===== src/rtl/dom_pkg.sv =====
`default_nettype none
// +----------------------------------------------------------------------------+
// | Package     : dom_pkg                                                      |
// | Description : Shared constants and state encoding for the masked GF(2^2)   |
// |               multiplier scheduler and its round-robin arbiter.            |
// | Contents    : GF2_W  - width of one GF(2^2) share                          |
// |               RND_W  - width of one randomness word (Z0 and Z1)            |
// |               PHASE1/PHASE2 - values of the mirrored multiplier phase      |
// |               state_t - scheduler operation states                         |
// | Revision    : 1.0 - initial release                                        |
// +----------------------------------------------------------------------------+
package dom_pkg;

  localparam int GF2_W = 2;
  localparam int RND_W = 4;

  // A phase value of 0 means the multiplier is in PHASE1 during this cycle.
  localparam logic PHASE1 = 1'b0;
  localparam logic PHASE2 = 1'b1;

  typedef enum logic [2:0] {
    IDLE = 3'd0,
    P1   = 3'd1,
    P2   = 3'd2,
    CAP  = 3'd3,
    RESP = 3'd4
  } state_t;

endpackage
`default_nettype wire


===== src/rtl/rr_arbiter.sv =====
`default_nettype none
// +----------------------------------------------------------------------------+
// | Module      : rr_arbiter                                                   |
// | Description : Combinational round-robin arbiter. The search starts one     |
// |               position after ptr and wraps, so the last winner gets the    |
// |               lowest priority next time.                                   |
// | Ports       : req   [N_REQ] in  - request vector                           |
// |               ptr   [IDW]   in  - index of the previous winner             |
// |               grant [N_REQ] out - one-hot winner                           |
// |               idx   [IDW]   out - winner index                             |
// |               found         out - at least one request present             |
// | Revision    : 1.0 - initial release                                        |
// +----------------------------------------------------------------------------+
module rr_arbiter #(
  parameter int N_REQ = 4,
  parameter int IDW   = $clog2(N_REQ)
) (
  input  logic [N_REQ-1:0] req,
  input  logic [IDW-1:0]   ptr,
  output logic [N_REQ-1:0] grant,
  output logic [IDW-1:0]   idx,
  output logic             found
);

  logic [IDW-1:0] w_cand;

  always_comb begin
    grant  = '0;
    idx    = '0;
    found  = 1'b0;
    w_cand = '0;
    // k runs 1..N_REQ so the previous winner itself is examined last.
    for (int k = 1; k <= N_REQ; k++) begin
      w_cand = IDW'((int'(ptr) + k) % N_REQ);
      if (!found && req[w_cand]) begin
        found         = 1'b1;
        idx           = w_cand;
        grant[w_cand] = 1'b1;
      end
    end
  end

endmodule
`default_nettype wire


===== src/rtl/dep_mult_scheduler.sv =====
`default_nettype none
// +----------------------------------------------------------------------------+
// | Module      : dep_mult_scheduler                                           |
// | Description : Shares one two-phase masked GF(2^2) multiplier among N_REQ   |
// |               requesters. Operations start only in the cycle before the    |
// |               multiplier enters PHASE1, carry a fresh (Z0, Z1) pair, and   |
// |               return the product shares through a valid/ready response.   |
// | Ports       : clk, reset (async, active-low)                               |
// |               req_valid/req_ready, req_ax/ay/bx/by  - requester side       |
// |               rnd_valid/rnd_ready, rnd_data         - randomness source    |
// |               mult_ax/ay/bx/by/z0/z1 out, mult_aq/bq in - multiplier side  |
// |               rsp_valid/rsp_ready, rsp_id, rsp_aq/bq - response side       |
// |               busy - any state other than IDLE                             |
// | Revision    : 1.0 - initial release                                        |
// +----------------------------------------------------------------------------+
module dep_mult_scheduler
  import dom_pkg::*;
#(
  parameter  int N_REQ = 4,
  localparam int IDW   = $clog2(N_REQ)
) (
  input  logic                     clk,
  input  logic                     reset,
  input  logic [N_REQ-1:0]         req_valid,
  output logic [N_REQ-1:0]         req_ready,
  input  logic [GF2_W*N_REQ-1:0]   req_ax,
  input  logic [GF2_W*N_REQ-1:0]   req_ay,
  input  logic [GF2_W*N_REQ-1:0]   req_bx,
  input  logic [GF2_W*N_REQ-1:0]   req_by,
  input  logic                     rnd_valid,
  input  logic [RND_W-1:0]         rnd_data,
  output logic                     rnd_ready,
  output logic [GF2_W-1:0]         mult_ax,
  output logic [GF2_W-1:0]         mult_ay,
  output logic [GF2_W-1:0]         mult_bx,
  output logic [GF2_W-1:0]         mult_by,
  output logic [GF2_W-1:0]         mult_z0,
  output logic [GF2_W-1:0]         mult_z1,
  input  logic [GF2_W-1:0]         mult_aq,
  input  logic [GF2_W-1:0]         mult_bq,
  output logic                     rsp_valid,
  input  logic                     rsp_ready,
  output logic [IDW-1:0]           rsp_id,
  output logic [GF2_W-1:0]         rsp_aq,
  output logic [GF2_W-1:0]         rsp_bq,
  output logic                     busy
);

  state_t           r_state;
  logic             r_ph;
  logic [IDW-1:0]   r_rr_ptr;
  logic [IDW-1:0]   r_cur_id;

  logic [N_REQ-1:0] w_arb_grant;
  logic [IDW-1:0]   w_arb_idx;
  logic             w_arb_found;
  logic             w_slot;
  logic             w_grant;
  logic [GF2_W-1:0] w_sel_ax, w_sel_ay, w_sel_bx, w_sel_by;

  rr_arbiter #(
    .N_REQ (N_REQ),
    .IDW   (IDW)
  ) u_arb (
    .req   (req_valid),
    .ptr   (r_rr_ptr),
    .grant (w_arb_grant),
    .idx   (w_arb_idx),
    .found (w_arb_found)
  );

  // Arbitrate only in a PHASE2 cycle so the operands land exactly when the
  // multiplier enters PHASE1; RESP may overlap with the next grant.
  assign w_slot    = (r_ph == PHASE2) &&
                     ((r_state == IDLE) || ((r_state == RESP) && rsp_ready));
  assign w_grant   = w_slot && w_arb_found && rnd_valid;
  assign req_ready = w_grant ? w_arb_grant : '0;
  assign rnd_ready = w_grant;
  assign busy      = (r_state != IDLE);

  always_comb begin
    w_sel_ax = '0;
    w_sel_ay = '0;
    w_sel_bx = '0;
    w_sel_by = '0;
    for (int i = 0; i < N_REQ; i++) begin
      if (w_arb_idx == IDW'(i)) begin
        w_sel_ax = req_ax[GF2_W*i +: GF2_W];
        w_sel_ay = req_ay[GF2_W*i +: GF2_W];
        w_sel_bx = req_bx[GF2_W*i +: GF2_W];
        w_sel_by = req_by[GF2_W*i +: GF2_W];
      end
    end
  end

  always_ff @(posedge clk or negedge reset) begin
    if (!reset) begin
      r_state   <= IDLE;
      r_ph      <= PHASE1;
      r_rr_ptr  <= IDW'(N_REQ - 1);
      r_cur_id  <= '0;
      mult_ax   <= '0;
      mult_ay   <= '0;
      mult_bx   <= '0;
      mult_by   <= '0;
      mult_z0   <= '0;
      mult_z1   <= '0;
      rsp_valid <= 1'b0;
      rsp_id    <= '0;
      rsp_aq    <= '0;
      rsp_bq    <= '0;
    end else begin
      r_ph <= ~r_ph;

      case (r_state)
        IDLE: begin
          if (w_grant) r_state <= P1;
        end
        P1: begin
          r_state <= P2;
        end
        P2: begin
          // Scrub shares and randomness as soon as the multiplier is done
          // with them so nothing lingers on the bus between operations.
          mult_ax <= '0;
          mult_ay <= '0;
          mult_bx <= '0;
          mult_by <= '0;
          mult_z0 <= '0;
          mult_z1 <= '0;
          r_state <= CAP;
        end
        CAP: begin
          rsp_aq    <= mult_aq;
          rsp_bq    <= mult_bq;
          rsp_id    <= r_cur_id;
          rsp_valid <= 1'b1;
          r_state   <= RESP;
        end
        RESP: begin
          if (rsp_ready) begin
            rsp_valid <= 1'b0;
            rsp_aq    <= '0;
            rsp_bq    <= '0;
            r_state   <= w_grant ? P1 : IDLE;
          end
        end
        default: r_state <= IDLE;
      endcase

      if (w_grant) begin
        mult_ax  <= w_sel_ax;
        mult_ay  <= w_sel_ay;
        mult_bx  <= w_sel_bx;
        mult_by  <= w_sel_by;
        mult_z0  <= rnd_data[GF2_W-1:0];
        mult_z1  <= rnd_data[2*GF2_W-1:GF2_W];
        r_rr_ptr <= w_arb_idx;
        r_cur_id <= w_arb_idx;
      end
    end
  end

endmodule
`default_nettype wire


===== config.mk =====
export PLATFORM = sky130hd
export DESIGN_NAME = dep_mult_scheduler
export DESIGN_NICKNAME = d
export VERILOG_FILES = /design/src/rtl/dom_pkg.sv /design/src/rtl/rr_arbiter.sv /design/src/rtl/dep_mult_scheduler.sv
export SDC_FILE = /design/constraint.sdc
export NUM_CORES = 1
export LEC_CHECK = 0
export CELL_PAD_IN_SITES_DETAIL_PLACEMENT = 2
export CELL_PAD_IN_SITES_GLOBAL_PLACEMENT = 2
export CORE_MARGIN = 1
export CORE_UTILIZATION = 27
export DETAILED_ROUTE_END_ITERATION = 8
export PLACE_DENSITY_LB_ADDON = 0.1
export SLEW_MARGIN = 5
export SYNTH_ARGS = -nofsm -noshare
export SYNTH_HDL_FRONTEND = slang
export SYNTH_HIERARCHICAL = 1
export SYNTH_SLANG_ARGS = --single-unit
export TNS_END_PERCENT = 30

===== constraint.sdc =====
create_clock -name clk -period 3.15 [get_ports clk]
set_input_delay 0.315 -clock clk [delete_from_list [all_inputs] [get_ports clk]]
set_output_delay 0.315 -clock clk [all_outputs]
set_load 0.02 [all_outputs]

==> results of run 1 <==
[final timing paths]
| path | from | end | slack [ns] | cells after the start |
|---|---|---|---|---|
| worst min register to register | r_ph | r_ph | 0.42 | 1 |
| worst max-delay path | r_rr_ptr[0] | req_ready[1] | 0.18 | 9 |
| max in group asynchronous | reset | r_rr_ptr[1] | 2.42 | 2 |
| min in group clk | r_ph | r_ph | 0.42 | 1 |
| worst min-delay path | reset | rsp_aq[0] | 0.41 | 2 |
| worst max register to register | r_rr_ptr[0] | mult_by[1] | 0.28 | 8 |
[worst max-delay path, delay by kind of cell, from the launching register on]
kind / cells / cell delay (ns)
and+or+nand+nor: 1 / 0.11
buffers and inverters: 4 / 0.63
adders and majority gates: 1 / 0.41
AOI/OAI and AO/OA: 3 / 0.57
DFF: 1 / 0.66
[per-stage QoR]
| step | power, W | cell area (µm²) |
|---|---|---|
| after floorplan | 0.00192 | 2000 |
| after global placement | 0.00256 | 2860 |
| after detailed placement | 0.00260 | 2860 |
| after CTS | 0.00281 | 2910 |
| after global routing | 0.00299 | 2910 |
| final | 0.00276 | 2910 |
[cells in the final DEF, fill, tap and decap left out, drive strengths merged, types with 3 or more instances in the layout]
master         synthesis  final
clkdlybuf4s50          0     68
dfrtp                 25     25
nand2                 18     18
mux2                  18     18
nor2                  16     16
buf                    9     13
inv                   11     11
mux4                   9      9
ha                     8      8
nor2b                  7      7
o21ai                  7      7
and2b                  6      6
a21oi                  6      6
dlygate4sd2            0      4
a221o                  4      4
a221oi                 4      4
clkbuf                 3      3
o22ai                  3      3
mux2i                  3      3
[registers in the layout, summed over array words and instances (netlist names)]
signal	cells
r_state	3
mult_ax	2
mult_ay	2
mult_bx	2
mult_by	2
mult_z0	2
mult_z1	2
r_cur_id	2
r_rr_ptr	2
rsp_aq	2
rsp_bq	2
rsp_id	2
r_ph	1
rsp_valid	1
[synth_stat cells, types with 2 or more instances]
master,number,area [µm²]
mux2i_1,2,20.0
a221oi_1,3,26.3
a221o_1,4,40.0
o21ai_1,5,25.0
nor2b_1,7,43.8
mux2_4,14,210
buf_6,6,67.6
inv_1,10,37.5
nand2_1,18,67.6
dfrtp_1,25,626
nor2_1,15,56.3
and2b_1,6,45.0
o21ai_0,2,10.0
a21oi_1,5,25.0
nand2b_1,2,12.5
ha_1,8,100
a21boi_0,2,15.0
clkbuf_1,3,11.3
mux2_2,4,45.0
mux4_2,9,203
o22ai_1,2,12.5
dfstp_2,2,52.6
buf_4,2,15.0
[routing by layer]
metal  wire (µm)  vias to the layer above
li1            -                      791
met3         357                        2
met1        2700                      792
met4          15                        0
met2        2630                       61
met5           0                        -
[power by group through the flow]
| stage | clock (W) | combinational, W | sequential, W |
|---|---|---|---|
| 4_1_cts | 0.000207 | 0.00197 | 0.000633 |
| 5_1_grt | 0.000223 | 0.00211 | 0.000655 |
| 6_report | 0.000196 | 0.00194 | 0.000630 |
| 3_5_place_dp | 0 | 0.00196 | 0.000638 |
| 3_3_place_gp | 0 | 0.00193 | 0.000631 |
| 2_1_floorplan | 0 | 0.00120 | 0.000725 |
[cell families (layout without fill, tap and decap cells)]
logic type,count (synthesis),in the layout
buf+inv,23,100
flops,27,27
fa+ha+maj,8,8
simple gates,60,60
mux,30,30
compound gates,32,32
xor+xnor,1,1
[repair_timing]
| action | in CTS | in global routing |
|---|---|---|
| resized for setup | 5 | 0 |
| hold buffers | 0 | 0 |
| endpoints found under the setup margin | 4 | 0 |
[layout make-up]
type / instances / area, µm²
Timing Repair Buffer: 85 / 838
Inverter: 11 / 41.3
Tap cell: 96 / 120
Sequential cell: 27 / 678
Fill cell: 760 / 4080
Clock inverter: 1 / 5.00
Clock buffer: 3 / 41.3
Multi-Input combinational cell: 131 / 1180
==> impl_results.md, run 1 <==
* Core area at between 6000 and 7000 µm²
* Synth Register Bits at 27
* Port Buf Inserts at 72
* Slew headroom at between 40% and 50%
* Layout cells sized above 1 at 22.1%
* Longest Clk Path Bufs at 2
* Comb power frac at 70.1%
* CTS root buf: clkbuf_8
* RSZ-0062 raised after global routing: false
* Largest net degree at the start of global routing at 28
* H-tree Lvls at 1
* Clock Latency Late Sink at 0.27 ns
* Final ANT Viol Nets at 0
* Synthesis Warnings at 6
* CP max stage delay at about 0.66 ns
* Met1 global-route usage at 22.3%
* Total detailed-routing wirelength at 5.71 mm
* DRC at 0
* CP arrival at about 2.7 ns
* Yosys cell types at 48
* Max Freq at 0.336 GHz
* Pint at 0.00162 W
* Placed insts at 350
* Peak supply drop at ~300 µV
* Clock skew at 0.00818 ns
* Max-slew violations at 0
* Syn nets at about 240
* Hold Vio Cnt, Final at 0
* Max stage delay cell, worst path: dfstp_2
* Total Routing Usage GR at between 10% and 20%
* Vias in the first global route at 1870
* Overflow after GRT at 0
* Setup Viol. Count Final at 0
* Placer Congestion at 0.757
* Setup crit start kind: flop
* Syn Area/Cell at 11.0 µm²
* Share of power burned in registers at 22.8%
* Crit share post-route at 94.4%
* Mapped cell area at between 1500 and 2000 µm²
* Crit. End Element: primary output
* # rows at 30
* Critical Path RT at 2.83 ns
* Synth Area in XOR/XNOR at 0.439%
* Crit path setup slack, layout at 0.178 ns
* Post-synthesis mux area share at 25.1%
* DIE WIDTH at 88 µm
* Post-synthesis simple-gate area fraction at 16.0%
* Power density cells at 950 nW/µm²
* Number of setup buffers added after CTS at 0
* Outcome: finished clean
* DP HPWL at between 4 and 5 mm
* Worst Hold Class: input port to asynchronous set/reset pin
* Average wire per standard cell at roughly 16 µm
* Post-Synth Adder-Cell Area at 5.01%
* Cells after Synth at 181
* Final core occ at 41.6%
* Largest family of logic cells by synthesized area: multiplexers
* Switching Power at 0.00114 W
* Non-filler cells, final at around 350
* Layout area overhead at 45.5%
* EDFF count, synth at 0
* Met3 Use GR at 4.43%
* Busiest grt layer: met2
* Sw Share at 41.2%
* Die area at slightly below 8000 µm²
* GR Util met2 at 25.9%
* Synth async-reset ratio at 100%
* Ports at between 70 and 80
* Post-synthesis compound-gate area fraction at 12.5%
* Worst slack at placement at 0.128 ns
* Max Cap Viol at 0
* Initial Utilization at 28.6%
* Clock-pin slew on the worst setup and hold paths at 0.10 ns
* Vias per inst at 4.65
* Die Span Y at a little under 90 µm
* Final setup TNS at 0 ns
* Main synth FF type: dfrtp_1
* Leak at approximately 1.3 nW
* Worst Tran Pin Value at 0.780 ns
* First-pass GRT wire length at 9.55 mm
* Register area share after synthesis at 34.0%
* CTS Buf Count at 3
* Antenna fix cells at 0
* Min Hold Slack at just over 0.4 ns
* Fin crit period at between 2 and 3 ns
* Initial antenna violation count at 0
* Crit path max fanout at 8
* Initial DRC Count at 51
* Via count at around 1600
* CTS tree: yes
* TritonRoute pass-1 iters at 4
* Nets at 315
* TritonCTS sink count at 27
* Clock power frac at 7.1%
* Crit-path cells: inv_2 > ha_2 > buf_4 > a221oi_2 > a211oi_4 > a221o_1 > inv_1 > nor2_1 > dlygate4sd2_1
* CP Class: flop to primary output
Power figures use the tool's default switching activity.
==> run 2, diff against run 1 <==
CORE_ASPECT_RATIO = 2   (was unset)
==> impl_results.md, run 2 (synthesis gave the netlist of run 1 again) <==
* TritonCTS sink count at 27
* Most frequent cells in the layout: 68 x clkdlybuf4s50_1, 25 x dfrtp_1, 18 x nand2_1, 16 x buf_4, 15 x nor2_1
* Fin crit period at 2.97 ns
* Max Freq at 0.337 GHz
* CP arrival at between 2 and 3 ns
* Setup crit start kind: flop
* Hold Vio Cnt, Final at 0
* Worst Hold Class: flop to flop
* Initial antenna violation count at 0
* DIE WIDTH at 62.8 µm
* Outcome: finished clean
* Most common cell after layout, fill and taps aside: clkdlybuf4s50_1
* Clock Latency Late Sink at 0.27 ns
* Peak supply drop at 482 µV
* Leak at 1.30 nW
* CTS root buf: clkbuf_16
* Vias per inst at roughly 4.9
* Pint at 0.00172 W
* RSZ-0062 raised after global routing: false
* Clock skew at between 0.0015 and 0.002 ns
* Slew headroom at 44.4%
* Initial Utilization at 27.7%
* Final core occ at 40.9%
* DRC at 0
* Crit path setup slack, layout at between 0.15 and 0.2 ns
* Final ANT Viol Nets at 0
* Max reg flops at 3
* Die area at about 7800 µm²
* H-tree Lvls at 1
* Nets at 319
* Average wire per standard cell at 18.5 µm
* Crit path max fanout at 8
* CTS Buf Count at 3
* Max Cap Viol at 0
* TritonRoute pass-1 iters at 3
* First-pass GRT wire length at slightly above 10 mm
* DP HPWL at 5.47 mm
* Port Buf Inserts at roughly 70
* Largest net degree at the start of global routing at 28
* CTS tree: yes
* Worst Tran Pin Value at 0.831 ns
* Layout cells sized above 1 at 22.9%
* R2r startpoint: r_rr_ptr[0]
* Power density cells at 983 nW/µm²
* Core area at between 7000 and 8000 µm²
* Crit. End Element: primary output
* Antenna fix cells at 0
* Clock-pin slew on the worst setup and hold paths at 0.07 ns
* Comb power frac at 68.2%
* CP Class: flop to primary output
* Non-filler cells, final at approximately 350
* Layout area overhead at 47.7%
* Overflow after GRT at 0
* Initial DRC Count at 48
* Total Routing Usage GR at 17.6%
* Setup crit start: r_rr_ptr[0]
* Worst slack at placement at 0.0719 ns
* Final setup TNS at 0 ns
* # rows at 44
* Total detailed-routing wirelength at 6.54 mm
* Clock power frac at 10.1%
* Ports at 73
* Share of power burned in registers at a little over a fifth
* Via count at 1719
* HP Start: r_ph
* Crit share post-route at 94.3%
* Max-slew violations at 0
* Die Span Y at 124 µm
* Switching Power at 0.00118 W
* Most flops, register: r_state
* Critical Path RT at 2.83 ns
* Vias in the first global route at 1960
* Placer Congestion at 0.912
* Sw Share at 40.6%
* Setup Viol. Count Final at 0
* Placed insts at 350
* Longest Clk Path Bufs at 2
-- run 2: cell types whose count changed in the layout (fill, tap and decap cells not counted) --
| cell | previous run | this run |
|---|---|---|
| clkbuf_1 | 0 | 1 |
| clkbuf_8 | 3 | 0 |
| buf_12 | 2 | 1 |
| buf_4 | 11 | 16 |
| clkinv_2 | 1 | 0 |
| clkbuf_16 | 0 | 3 |
-- run 2: power by group through the flow --
stage | combinational (W) | sequential (W) | clock [W]
detailed placement | 0.00202 | 0.000638 | 0
floorplan | 0.00120 | 0.000725 | 0
CTS | 0.00202 | 0.000634 | 0.000305
finish | 0.00198 | 0.000629 | 0.000293
global placement | 0.00197 | 0.000631 | 0
global route | 0.00213 | 0.000650 | 0.000311
-- run 2: per-stage QoR --
step	hold slack (ns)	power (W)	area [µm²]
after floorplan	0.0194	0.00192	2000
after global placement	0.398	0.00260	2870
after detailed placement	0.420	0.00265	2870
after CTS	0.426	0.00296	2950
after global routing	0.436	0.00309	2950
final	0.418	0.00290	2950
-- run 2: cell type report --
cell class,instances,area (µm²)
clock buffers,4,78.8
inverters,11,41.3
fillers,762,4260
multi-input cells,131,1180
repair buffers,89,856
well taps,92,115
flip-flops and latches,27,678
-- run 2: what timing repair did --
item	4_1_cts	5_1_grt
resized for setup	5	0
hold buffers	0	0
setup buffers	0	0
endpoints found under the setup margin	4	0
-- run 2: routing by layer --
metal / share of wire [%] / vias to the layer above / global-route usage (%)
li1: - / 802 / -
met1: 33 / 864 / 16.0
met2: 62 / 43 / 37.3
met3: 2.4 / 10 / 1.65
met4: 2.7 / 0 / 8.14
met5: 0 / - / 0
-- run 2: path summary, 6_finish.rpt --
| check | endpoint | slack, ns | cells after the start |
|---|---|---|---|
| max | req_ready[2] | 0.18 | 7 |
| min in group asynchronous | rsp_aq[1] | 0.43 | 2 |
| min reg2reg | r_ph | 0.42 | 1 |
| min | r_ph | 0.42 | 1 |
| max in group asynchronous | r_rr_ptr[0] | 2.41 | 2 |
| max reg2reg | mult_by[0] | 0.23 | 8 |
-- run 2: critical path, stage by stage, from the launching register on --
cell and delay [ns]:
dfstp_2 0.67, mux4_2 0.59, buf_4 0.19, a211oi_4 0.24
a221o_1 0.20, inv_1 0.04, nor2_1 0.09, dlygate4sd2_1 0.35
